[config.mk]
export PLATFORM = sky130hd
export DESIGN_NAME = alu_sub_seq_flat
export DESIGN_NICKNAME = d
export VERILOG_FILES = /design/src/rtl/alu_sub_seq_if.sv /design/src/rtl/alu_sub_seq.sv /design/src/flat_wrapper.sv
export SDC_FILE = /design/constraint.sdc
export NUM_CORES = 1
export LEC_CHECK = 0
export ABC_AREA = 0
export CORE_ASPECT_RATIO = 1.4
export CORE_MARGIN = 5
export CORE_UTILIZATION = 51
export CTS_CLUSTER_DIAMETER = 120
export CTS_CLUSTER_SIZE = 24
export DETAILED_ROUTE_END_ITERATION = 8
export HOLD_SLACK_MARGIN = 0.02
export PLACE_DENSITY_LB_ADDON = 0.3
export SKIP_CTS_REPAIR_TIMING = 1
export SLEW_MARGIN = 20
export SYNTH_ARGS = -nofsm -noshare
export SYNTH_HDL_FRONTEND = slang
export SYNTH_SLANG_ARGS = --single-unit
[constraint.sdc]
create_clock -name clk -period 3.5 [get_ports clk]
set_input_delay 0.7 -clock clk [delete_from_list [all_inputs] [get_ports clk]]
set_output_delay 0.7 -clock clk [all_outputs]
set_load 0.05 [all_outputs]
[src/rtl/alu_sub_seq_if.sv]
`default_nettype none
// ============================================================================
// Module   : alu_sub_seq_if
// Purpose  : Operand/result bus for the digit-serial subtractor. Carries the
//            input valid/ready handshake with operands x,y and the output
//            valid/ready handshake with the difference z and its flags.
// Ports    : (interface signals)
//   in_valid  m->s  1  operands valid
//   in_ready  s->m  1  subtractor can accept operands
//   x, y      m->s  W  minuend, subtrahend
//   out_valid s->m  1  z and flags valid
//   out_ready m->s  1  consumer accepts result
//   z         s->m  W  difference mod 2^W
//   sign, zero, parity, carry, overflow  s->m  1  result flags
// Modports : master (operand producer / result consumer), slave (subtractor)
// Revision : 1.0  initial release
// ============================================================================
interface alu_sub_seq_if #(
  parameter int W = 16
);
  logic         in_valid;
  logic         in_ready;
  logic [W-1:0] x;
  logic [W-1:0] y;
  logic         out_valid;
  logic         out_ready;
  logic [W-1:0] z;
  logic         sign;
  logic         zero;
  logic         parity;
  logic         carry;
  logic         overflow;

  modport master (
    output in_valid, x, y, out_ready,
    input  in_ready, out_valid, z, sign, zero, parity, carry, overflow
  );

  modport slave (
    input  in_valid, x, y, out_ready,
    output in_ready, out_valid, z, sign, zero, parity, carry, overflow
  );
endinterface
`default_nettype wire

[src/rtl/alu_sub_seq.sv]
`default_nettype none
// ============================================================================
// Module   : alu_sub_seq
// Purpose  : Multi-cycle W-bit subtractor z = x - y, processing DIGIT bits
//            per cycle LSB first. Produces sign, zero, parity (even = 1),
//            carry (borrow, x < y unsigned) and signed overflow.
// Ports    :
//   clk    in   1   rising-edge clock
//   rst_n  in   1   asynchronous active-low reset
//   bus    slave    alu_sub_seq_if (operand/result handshakes, z, flags);
//                   the interface W must equal this module's W
// Params   : W (operand width, multiple of DIGIT), DIGIT (1,2,4,8,16)
// Config   : ALU_SUB_SAT_EN defined -> z saturates on signed overflow
//            (sign/zero/parity follow saturated z, carry/overflow stay raw).
// Revision : 1.0  initial release
// ============================================================================
module alu_sub_seq #(
  parameter int W     = 16,
  parameter int DIGIT = 4
) (
  input  logic          clk,
  input  logic          rst_n,
  alu_sub_seq_if.slave  bus
);

  localparam int N  = W / DIGIT;
  localparam int CW = (N > 1) ? $clog2(N) : 1;

  typedef enum logic [1:0] {
    S_IDLE = 2'd0,
    S_BUSY = 2'd1,
    S_DONE = 2'd2
  } state_t;

  state_t           state_q, state_d;
  logic             in_ready_w, out_valid_w;

  logic [W-1:0]     x_q, y_q;        // operands, shifted right one digit per BUSY cycle
  logic             xmsb_q, ymsb_q;  // captured operand MSBs for the overflow term
  logic [CW-1:0]    cnt_q;
  logic             borrow_q;
  logic             zacc_q;          // all slices so far were zero
  logic             pacc_q;          // xor of all result bits so far

  logic [W-1:0]     z_q;
  logic             sign_q, zero_q, parity_q, carry_q, overflow_q;

  logic [DIGIT-1:0] xs, ys, slice;
  logic [DIGIT:0]   diff;
  logic             bout, last;
  logic [W-1:0]     x_shift, y_shift, raw_z;
  logic             zero_raw, par_raw, ov;
  logic [W-1:0]     z_fin;
  logic             zero_fin, parity_fin;

  // ---------------------------------------------------------------------------
  // One digit of subtraction. Widening by one bit makes the MSB of the
  // difference the borrow out of the slice.
  // ---------------------------------------------------------------------------
  assign xs    = x_q[DIGIT-1:0];
  assign ys    = y_q[DIGIT-1:0];
  assign diff  = {1'b0, xs} - {1'b0, ys} - {{DIGIT{1'b0}}, borrow_q};
  assign slice = diff[DIGIT-1:0];
  assign bout  = diff[DIGIT];
  assign last  = (cnt_q == CW'(N - 1));

  generate
    if (N > 1) begin : g_multi
      logic [W-1:0] res_q;  // result digits enter at the top and shift down

      assign x_shift = {{DIGIT{1'b0}}, x_q[W-1:DIGIT]};
      assign y_shift = {{DIGIT{1'b0}}, y_q[W-1:DIGIT]};
      // On the final slice this is the complete raw difference.
      assign raw_z   = {slice, res_q[W-1:DIGIT]};

      always_ff @(posedge clk or negedge rst_n) begin
        if (!rst_n) begin
          res_q <= '0;
        end else if (state_q == S_BUSY) begin
          res_q <= raw_z;
        end
      end
    end else begin : g_single
      assign x_shift = '0;
      assign y_shift = '0;
      assign raw_z   = slice;
    end
  endgenerate

  assign zero_raw = zacc_q & (slice == '0);
  assign par_raw  = ~(pacc_q ^ (^slice));
  assign ov       = (xmsb_q & ~ymsb_q & ~slice[DIGIT-1]) |
                    (~xmsb_q & ymsb_q & slice[DIGIT-1]);

`ifdef ALU_SUB_SAT_EN
  // Clamp toward the operand's sign on overflow; flags describe the clamped z.
  always_comb begin
    z_fin      = raw_z;
    zero_fin   = zero_raw;
    parity_fin = par_raw;
    if (ov) begin
      z_fin      = xmsb_q ? {1'b1, {(W-1){1'b0}}} : {1'b0, {(W-1){1'b1}}};
      zero_fin   = 1'b0;
      parity_fin = ~(^z_fin);
    end
  end
`else
  assign z_fin      = raw_z;
  assign zero_fin   = zero_raw;
  assign parity_fin = par_raw;
`endif

  // ---------------------------------------------------------------------------
  // FSM
  // ---------------------------------------------------------------------------
  always_ff @(posedge clk or negedge rst_n) begin
    if (!rst_n) begin
      state_q <= S_IDLE;
    end else begin
      state_q <= state_d;
    end
  end

  always_comb begin
    state_d     = state_q;
    in_ready_w  = 1'b0;
    out_valid_w = 1'b0;
    case (state_q)
      S_IDLE: begin
        in_ready_w = 1'b1;
        if (bus.in_valid) state_d = S_BUSY;
      end
      S_BUSY: begin
        if (last) state_d = S_DONE;
      end
      S_DONE: begin
        out_valid_w = 1'b1;
        if (bus.out_ready) state_d = S_IDLE;
      end
      default: state_d = S_IDLE;
    endcase
  end

  // ---------------------------------------------------------------------------
  // Datapath. Outputs only change at the final BUSY edge so they stay stable
  // through IDLE and BUSY.
  // ---------------------------------------------------------------------------
  always_ff @(posedge clk or negedge rst_n) begin
    if (!rst_n) begin
      x_q        <= '0;
      y_q        <= '0;
      xmsb_q     <= 1'b0;
      ymsb_q     <= 1'b0;
      cnt_q      <= '0;
      borrow_q   <= 1'b0;
      zacc_q     <= 1'b0;
      pacc_q     <= 1'b0;
      z_q        <= '0;
      sign_q     <= 1'b0;
      zero_q     <= 1'b0;
      parity_q   <= 1'b0;
      carry_q    <= 1'b0;
      overflow_q <= 1'b0;
    end else begin
      case (state_q)
        S_IDLE: begin
          if (bus.in_valid) begin
            x_q      <= bus.x;
            y_q      <= bus.y;
            xmsb_q   <= bus.x[W-1];
            ymsb_q   <= bus.y[W-1];
            cnt_q    <= '0;
            borrow_q <= 1'b0;
            zacc_q   <= 1'b1;
            pacc_q   <= 1'b0;
          end
        end
        S_BUSY: begin
          x_q      <= x_shift;
          y_q      <= y_shift;
          borrow_q <= bout;
          zacc_q   <= zero_raw;
          pacc_q   <= pacc_q ^ (^slice);
          cnt_q    <= cnt_q + CW'(1);
          if (last) begin
            z_q        <= z_fin;
            sign_q     <= z_fin[W-1];
            zero_q     <= zero_fin;
            parity_q   <= parity_fin;
            carry_q    <= bout;
            overflow_q <= ov;
          end
        end
        default: ;
      endcase
    end
  end

  assign bus.in_ready  = in_ready_w;
  assign bus.out_valid = out_valid_w;
  assign bus.z         = z_q;
  assign bus.sign      = sign_q;
  assign bus.zero      = zero_q;
  assign bus.parity    = parity_q;
  assign bus.carry     = carry_q;
  assign bus.overflow  = overflow_q;

endmodule
`default_nettype wire

[src/flat_wrapper.sv]
// flat-port wrapper written by rule: the top's interface ports become plain ports
module alu_sub_seq_flat 
#(
  parameter int W     = 16,
  parameter int DIGIT = 4
)
  (clk, rst_n, bus_in_valid, bus_x, bus_y, bus_out_ready, bus_in_ready, bus_out_valid, bus_z, bus_sign, bus_zero, bus_parity, bus_carry, bus_overflow);
  alu_sub_seq_if #(.W(W)) bus_i ();
  input  logic clk;
  input  logic rst_n;
  input wire logic [$bits(bus_i.in_valid)-1:0] bus_in_valid;
  input wire logic [$bits(bus_i.x)-1:0] bus_x;
  input wire logic [$bits(bus_i.y)-1:0] bus_y;
  input wire logic [$bits(bus_i.out_ready)-1:0] bus_out_ready;
  output wire logic [$bits(bus_i.in_ready)-1:0] bus_in_ready;
  output wire logic [$bits(bus_i.out_valid)-1:0] bus_out_valid;
  output wire logic [$bits(bus_i.z)-1:0] bus_z;
  output wire logic [$bits(bus_i.sign)-1:0] bus_sign;
  output wire logic [$bits(bus_i.zero)-1:0] bus_zero;
  output wire logic [$bits(bus_i.parity)-1:0] bus_parity;
  output wire logic [$bits(bus_i.carry)-1:0] bus_carry;
  output wire logic [$bits(bus_i.overflow)-1:0] bus_overflow;
  assign bus_i.in_valid = bus_in_valid;
  assign bus_i.x = bus_x;
  assign bus_i.y = bus_y;
  assign bus_i.out_ready = bus_out_ready;
  assign bus_in_ready = bus_i.in_ready;
  assign bus_out_valid = bus_i.out_valid;
  assign bus_z = bus_i.z;
  assign bus_sign = bus_i.sign;
  assign bus_zero = bus_i.zero;
  assign bus_parity = bus_i.parity;
  assign bus_carry = bus_i.carry;
  assign bus_overflow = bus_i.overflow;
  alu_sub_seq #(.W(W), .DIGIT(DIGIT)) u_core (.clk(clk), .rst_n(rst_n), .bus(bus_i));
endmodule
==> results of run 1 <==
-- path summary, 6_finish.rpt --
| kind | start | to | depth (start not counted) |
|---|---|---|---|
| max in group asynchronous | rst_n | u_core.g_multi.res_q[5] | 1 |
| hold / removal | rst_n | u_core.g_multi.res_q[4] | 1 |
| min in group clk | u_core.g_multi.res_q[5] | u_core.g_multi.res_q[5] | 2 |
| hold reg to reg | u_core.g_multi.res_q[5] | u_core.g_multi.res_q[5] | 2 |
| setup / recovery | u_core.borrow_q | u_core.pacc_q | 9 |
| setup reg to reg | u_core.borrow_q | u_core.pacc_q | 9 |
-- state kept, by name (all words and copies together) (netlist names) --
register,flops
u_core.pacc_q,1
u_core.g_multi.res_q,12
u_core.borrow_q,1
u_core.ymsb_q,1
u_core.bus.overflow,1
u_core.bus.z,16
u_core.bus.zero,1
u_core.bus.parity,1
u_core.state_q,2
u_core.cnt_q,2
u_core.zacc_q,1
u_core.x_q,16
u_core.bus.carry,1
u_core.xmsb_q,1
u_core.y_q,16
-- routing by layer --
layer | global-route usage (%) | up-vias
li1 | - | 1131
met1 | 19.9 | 1081
met2 | 25.2 | 59
met3 | 5.29 | 14
met4 | 6.76 | 0
met5 | 0 | -
-- area by class of cell --
| type | count | area [sq um] |
|---|---|---|
| sequential | 73 | 1830 |
| clock inverter | 4 | 20.0 |
| timing repair buffer | 61 | 601 |
| tap | 72 | 90.1 |
| multi-input combinational | 205 | 1290 |
| fill | 517 | 2200 |
| clock buffer | 12 | 135 |
| inverter | 12 | 45.0 |
-- synth_stat cells, types with 5 or more instances --
library cell | number | area [sq um]
dfrtp_1 | 73 | 1830
mux2i_1 | 19 | 190
a21oi_1 | 9 | 45.0
nand2_1 | 76 | 285
buf_2 | 5 | 25.0
mux2_2 | 14 | 158
xnor2_1 | 5 | 43.8
inv_1 | 12 | 45.0
nor2_1 | 8 | 30.0
o21ai_0 | 44 | 220
ha_1 | 8 | 100
clkbuf_1 | 10 | 37.5
-- power by group --
| group | leakage (nW) | internal (W) | switching [W] |
|---|---|---|---|
| clock network | 0.0839 | 0.000253 | 0.000297 |
| registers | 0.933 | 0.00122 | 0.000208 |
| logic | 0.797 | 0.000993 | 0.00144 |
| total | 1.81 | 0.00247 | 0.00195 |
-- logic make-up after synthesis --
logic type | after synthesis
AND/OR/NAND/NOR | 95
flip-flops | 73
AO/OA/AOI/OAI | 60
multiplexers | 33
buffers and inverters | 31
adder cells (fa/ha/maj) | 10
XOR/XNOR | 7
-- metrics by stage --
stage	std cells	hold WS, ns
CTS	439	0.484
floorplan	309	0.404
global placement	423	0.454
detailed placement	423	0.469
finish	439	0.471
global route	439	0.505
==> run metrics, run 1 <==
Num Clock Sinks=73; share of cells above drive strength 1=10.4%; vias in the first global route=2317; Place WS=0.814 ns; Hold/Removal Path Class=in2async; status=finished clean; clk slew on worst S/H paths=0.07 ns; vias per cell=5.21; routed vias=2285; slowest CP cell=fa_1; setup ws final=0.814 ns; CTS tree=built; Synth async-reset ratio=100%; synthesized instance count=309; Synth Area in Compound Gates=9.85%; first drt pass iteration count=4; Met3 Wirelength=382 um; Setup Crit Path Kind=reg2reg; r2r setup slk=0.81 ns; Worst Path Buf+Inv=1; minimum clock period=2.69 ns; PortBufs=58; worst slew pin tran=0.881 ns; Post-Syn Nets=355; Final Core Density=64.5%; startpoint types=register; pin count of the biggest net entering global routing=74; Worst setup EP type=register; HPWL Detailed=4260 um; Leakage Power=1.81 nW; FMAX=372 MHz; placed cell area=3850 sq um; Tot GR Track Use=16.0%; final setup fails=0; Netlist cell types=31; YS warnings=0; clock tree buffer depth=2; chip width=77.3 um; sequential area share after synthesis=56.4%; crit path DAT=2.96 ns; Worst VDD drop=0.605 mV; starting DRC count in detailed routing=113; final WL=6170 um; Final nets=408; post-synthesis adder-cell area fraction=4.33%; total power draw=0.00442 W; critical path, cell by cell=inv_1 > fa_1 > ha_1 > xnor2_1 > ha_1 > xnor2_1 > xnor3_2 > or3_1 > o21ai_2; Inserted Diodes=0; period utilisation layout=76.7%; post-synthesis share of cell area spent on and, or, nand and nor gates=11.9%; clock skew=0.0126 ns; Starting Density=52.1%; DRC=0; core area=6210 sq um; design area=4010 sq um; family with the most delay on the worst path=adder cells; die height=104 um; syn_area_per_cell=10.5 sq um; Max Used Layer=met4; synthesized area=3240 sq um; Max-Cap Viols=0; Worst slew margin=41.2%; first-pass GRT wire length=10500 um; GP Congestion=0.756; CTS root buffer=clkbuf_8; Worst-Skew Late Latency=0.35 ns; CP required=3.77 ns; Crit Path Max Fanout=3; num rows=34; largest family of logic cells by synthesized area=simple AND/OR/NAND/NOR gates; Synth Area in XOR/XNOR=2.59%; post-synthesis mux area share=10.7%; met2 wire len=3060 um; antenna-violating nets left=0; CTS H-tree lvls=3; Final Hold Fails=0; final slew viol count=0; most common cell after layout, fill and taps aside=nand2_1; number of buffers created by CTS=9; area grow syn2layout=23.7%; grt ovf=0; most frequent cells in the layout=76 x nand2_1, 73 x dfrtp_1, 57 x clkdlybuf4s50_1, 44 x o21ai_0, 19 x mux2i_1; unrepaired setup endpoints after global routing=no; final setup TNS=0 ns; Yosys reg bits=73; PwrDens=1100 nW/um^2; CP max stage delay=0.56 ns; Met1 Routed Length=2610 um; die area=8070 sq um; Post-synth EDFFs=0; Main synth FF type=dfrtp_1; wire per inst=14.1 um; antenna violations before repair=0; IO Pins=59
Power figures use the tool's default switching activity.
==> run 2: changes to the inputs <==
Settings changed: CORE_UTILIZATION 51 to 47.
Clock period 3.5 ns to 2.3 ns, I/O delays scaled along.
==> run metrics, run 2 (same netlist as run 1, synthesis figures left out) <==
starting DRC count in detailed routing=74 (-35%); Worst-Skew Late Latency=0.34 ns (about the same); area grow syn2layout=30.9%; sequential power share=28.4% (-3.9 points); Worst slew margin=40.8% (-0.42 points); clock skew=0.0110 ns (-0.00163 ns); worst slew pin tran=0.888 ns (+0.00624 ns); Psw=0.00319 W (+63%); P_int=0.00443 W (+79%); vias in the first global route=2167 (-6.5%); r2r setup slk=-0.23 ns (-1.05 ns); core area=6660 sq um (+7.2%); Inserted Diodes=0 (unchanged); grt ovf=0 (unchanged); reg-to-reg endpoint=u_core.pacc_q; Logic pwr share=58.8% (+3.6 points); crit path DAT=2.81 ns (-0.15 ns); Max-Cap Viols=0 (unchanged); CTS root buffer=clkbuf_8; clk slew on worst S/H paths=0.07 ns (about the same); first drt pass iteration count=4 (unchanged); pin count of the biggest net entering global routing=74 (unchanged); antenna violations before repair=0 (unchanged); Starting Density=48.6% (-3.5 points); share of cells above drive strength 1=15.2% (+4.8 points); CTS H-tree lvls=3 (unchanged); final slew viol count=0 (unchanged); Hold/Removal Path Class=in2async; vias per cell=4.91 (-5.6%); Crit path top cell by count=ha_4; die area=8670 sq um (+7.5%); failing checks=negative setup slack; family with the most delay on the worst path=adder cells; most frequent cells in the layout=76 x nand2_1, 73 x dfrtp_1, 55 x clkdlybuf4s50_1, 42 x o21ai_0, 19 x mux2i_1; clock share of power=12.8% (+0.3 points); final setup fails=3 (+3); total power draw=0.00761 W (+72%); status=finished, violations left; Sw Ratio=41.9% (-2.3 points); Worst Path Buf+Inv=0 (-1); R2R depth=8 (-1); period utilisation layout=110% (+33 points); HPWL Detailed=4290 um (+0.82%); Num Clock Sinks=73 (unchanged); DRC=0 (unchanged); most common cell after layout, fill and taps aside=nand2_1; final setup TNS=-0.490 ns (-0.490 ns); FMAX=395 MHz (+6.0%); chip width=80.2 um (+3.6%); hold slack=0.225 ns (-0.246 ns); Reg2Reg Launch Point=u_core.x_q[0]; CTS tree=built; CP required=2.57 ns (-1.20 ns); Worst setup EP type=register; num rows=35 (+2.9%); startpoint types=register; unrepaired setup endpoints after global routing=yes; antenna-violating nets left=0 (unchanged); Leakage Power=1.91 nW (+5.4%); Worst VDD drop=0.815 mV (+35%); routed vias=2299 (+0.61%); fillers=570 (+10%); die height=108 um (+3.8%); PortBufs=58 (unchanged); IO Pins=59 (unchanged); Final Hold Fails=0 (unchanged); Tot GR Track Use=15.2% (-0.74 points); setup ws final=-0.234 ns (-1.05 ns); PwrDens=1800 nW/um^2 (+63%); Worst path depth=8 (-1); slowest CP cell=fa_2; Final nets=417 (+2.2%); Crit Path Max Fanout=3 (unchanged); minimum clock period=2.53 ns (-0.152 ns); design area=4240 sq um (+5.8%); GP Congestion=0.771 (+1.9%); final WL=6330 um (+2.6%); placed cell area=3970 sq um (+3.1%); clock tree buffer depth=2 (unchanged); first-pass GRT wire length=10100 um (-3.5%); Setup Crit Path Kind=reg2reg; CP max stage delay=0.62 ns (+0.06 ns); critical path, cell by cell=fa_2 > ha_4 > xnor2_4 > ha_4 > xnor2_2 > xnor3_2 > or3_1 > o21ai_2; wire per inst=13.5 um (-3.7%); number of buffers created by CTS=9 (unchanged)
[run 2: cell types whose count changed in the layout (fill, tap and decap cells not counted), moves of 2 or more]
cell,before,now
buf_4,4,12
clkdlybuf4s50_1,57,55
clkinv_2,4,0
dlymetal6s2s_1,0,2
fa_1,2,0
fa_2,0,2
ha_1,8,5
ha_4,0,2
o21ai_0,44,42
xnor2_1,5,2
xnor2_2,0,2
[run 2: per-layer routing]
layer  vias up  GRT usage, %  wire length (um)
li1       1144             -                 -
met1      1080          18.7              2590
met2        65          24.7              3240
met3        10          5.58               409
met4         0          5.07                95
met5         -             0                 0
[run 2: worst max-delay path by stage]
stage,slack [ns],to,from
final,-0.23,u_core.pacc_q,u_core.x_q[0]
after global routing,-0.28,u_core.pacc_q,u_core.x_q[0]
after CTS,-0.33,u_core.pacc_q,u_core.x_q[0]
after floorplan,-0.19,u_core.pacc_q,u_core.x_q[0]
after global placement,-0.24,u_core.pacc_q,u_core.x_q[0]
after detailed placement,-0.33,u_core.pacc_q,u_core.x_q[0]
[run 2: layout make-up]
type	count	area, sq um	area share, %
timing repair buffer	70	686	16.2
clock buffer	14	153	3.60
multi-input combinational	205	1380	32.5
inverter	12	45.0	1.06
sequential	73	1830	43.1
clock inverter	2	37.5	0.885
tap	92	115	2.72
[run 2: power by group through the flow]
stage	clock network [W]	logic, W	registers (W)
floorplan	0	0.00237	0.00268
global placement	0	0.00393	0.00217
CTS	0.000993	0.00408	0.00216
detailed placement	0	0.00407	0.00219
finish	0.000975	0.00448	0.00216
global route	0.00105	0.00487	0.00224
[run 2: through the flow]
| stage | instances | setup WS [ns] | utilization [%] |
|---|---|---|---|
| 3_3_place_gp | 451 | -0.235 | 59.6 |
| 2_1_floorplan | 309 | -0.194 | - |
| 6_report | 468 | -0.234 | 63.7 |
| 4_1_cts | 467 | -0.333 | 62.4 |
| 5_1_grt | 468 | -0.282 | 63.7 |
| 3_5_place_dp | 451 | -0.327 | 59.6 |
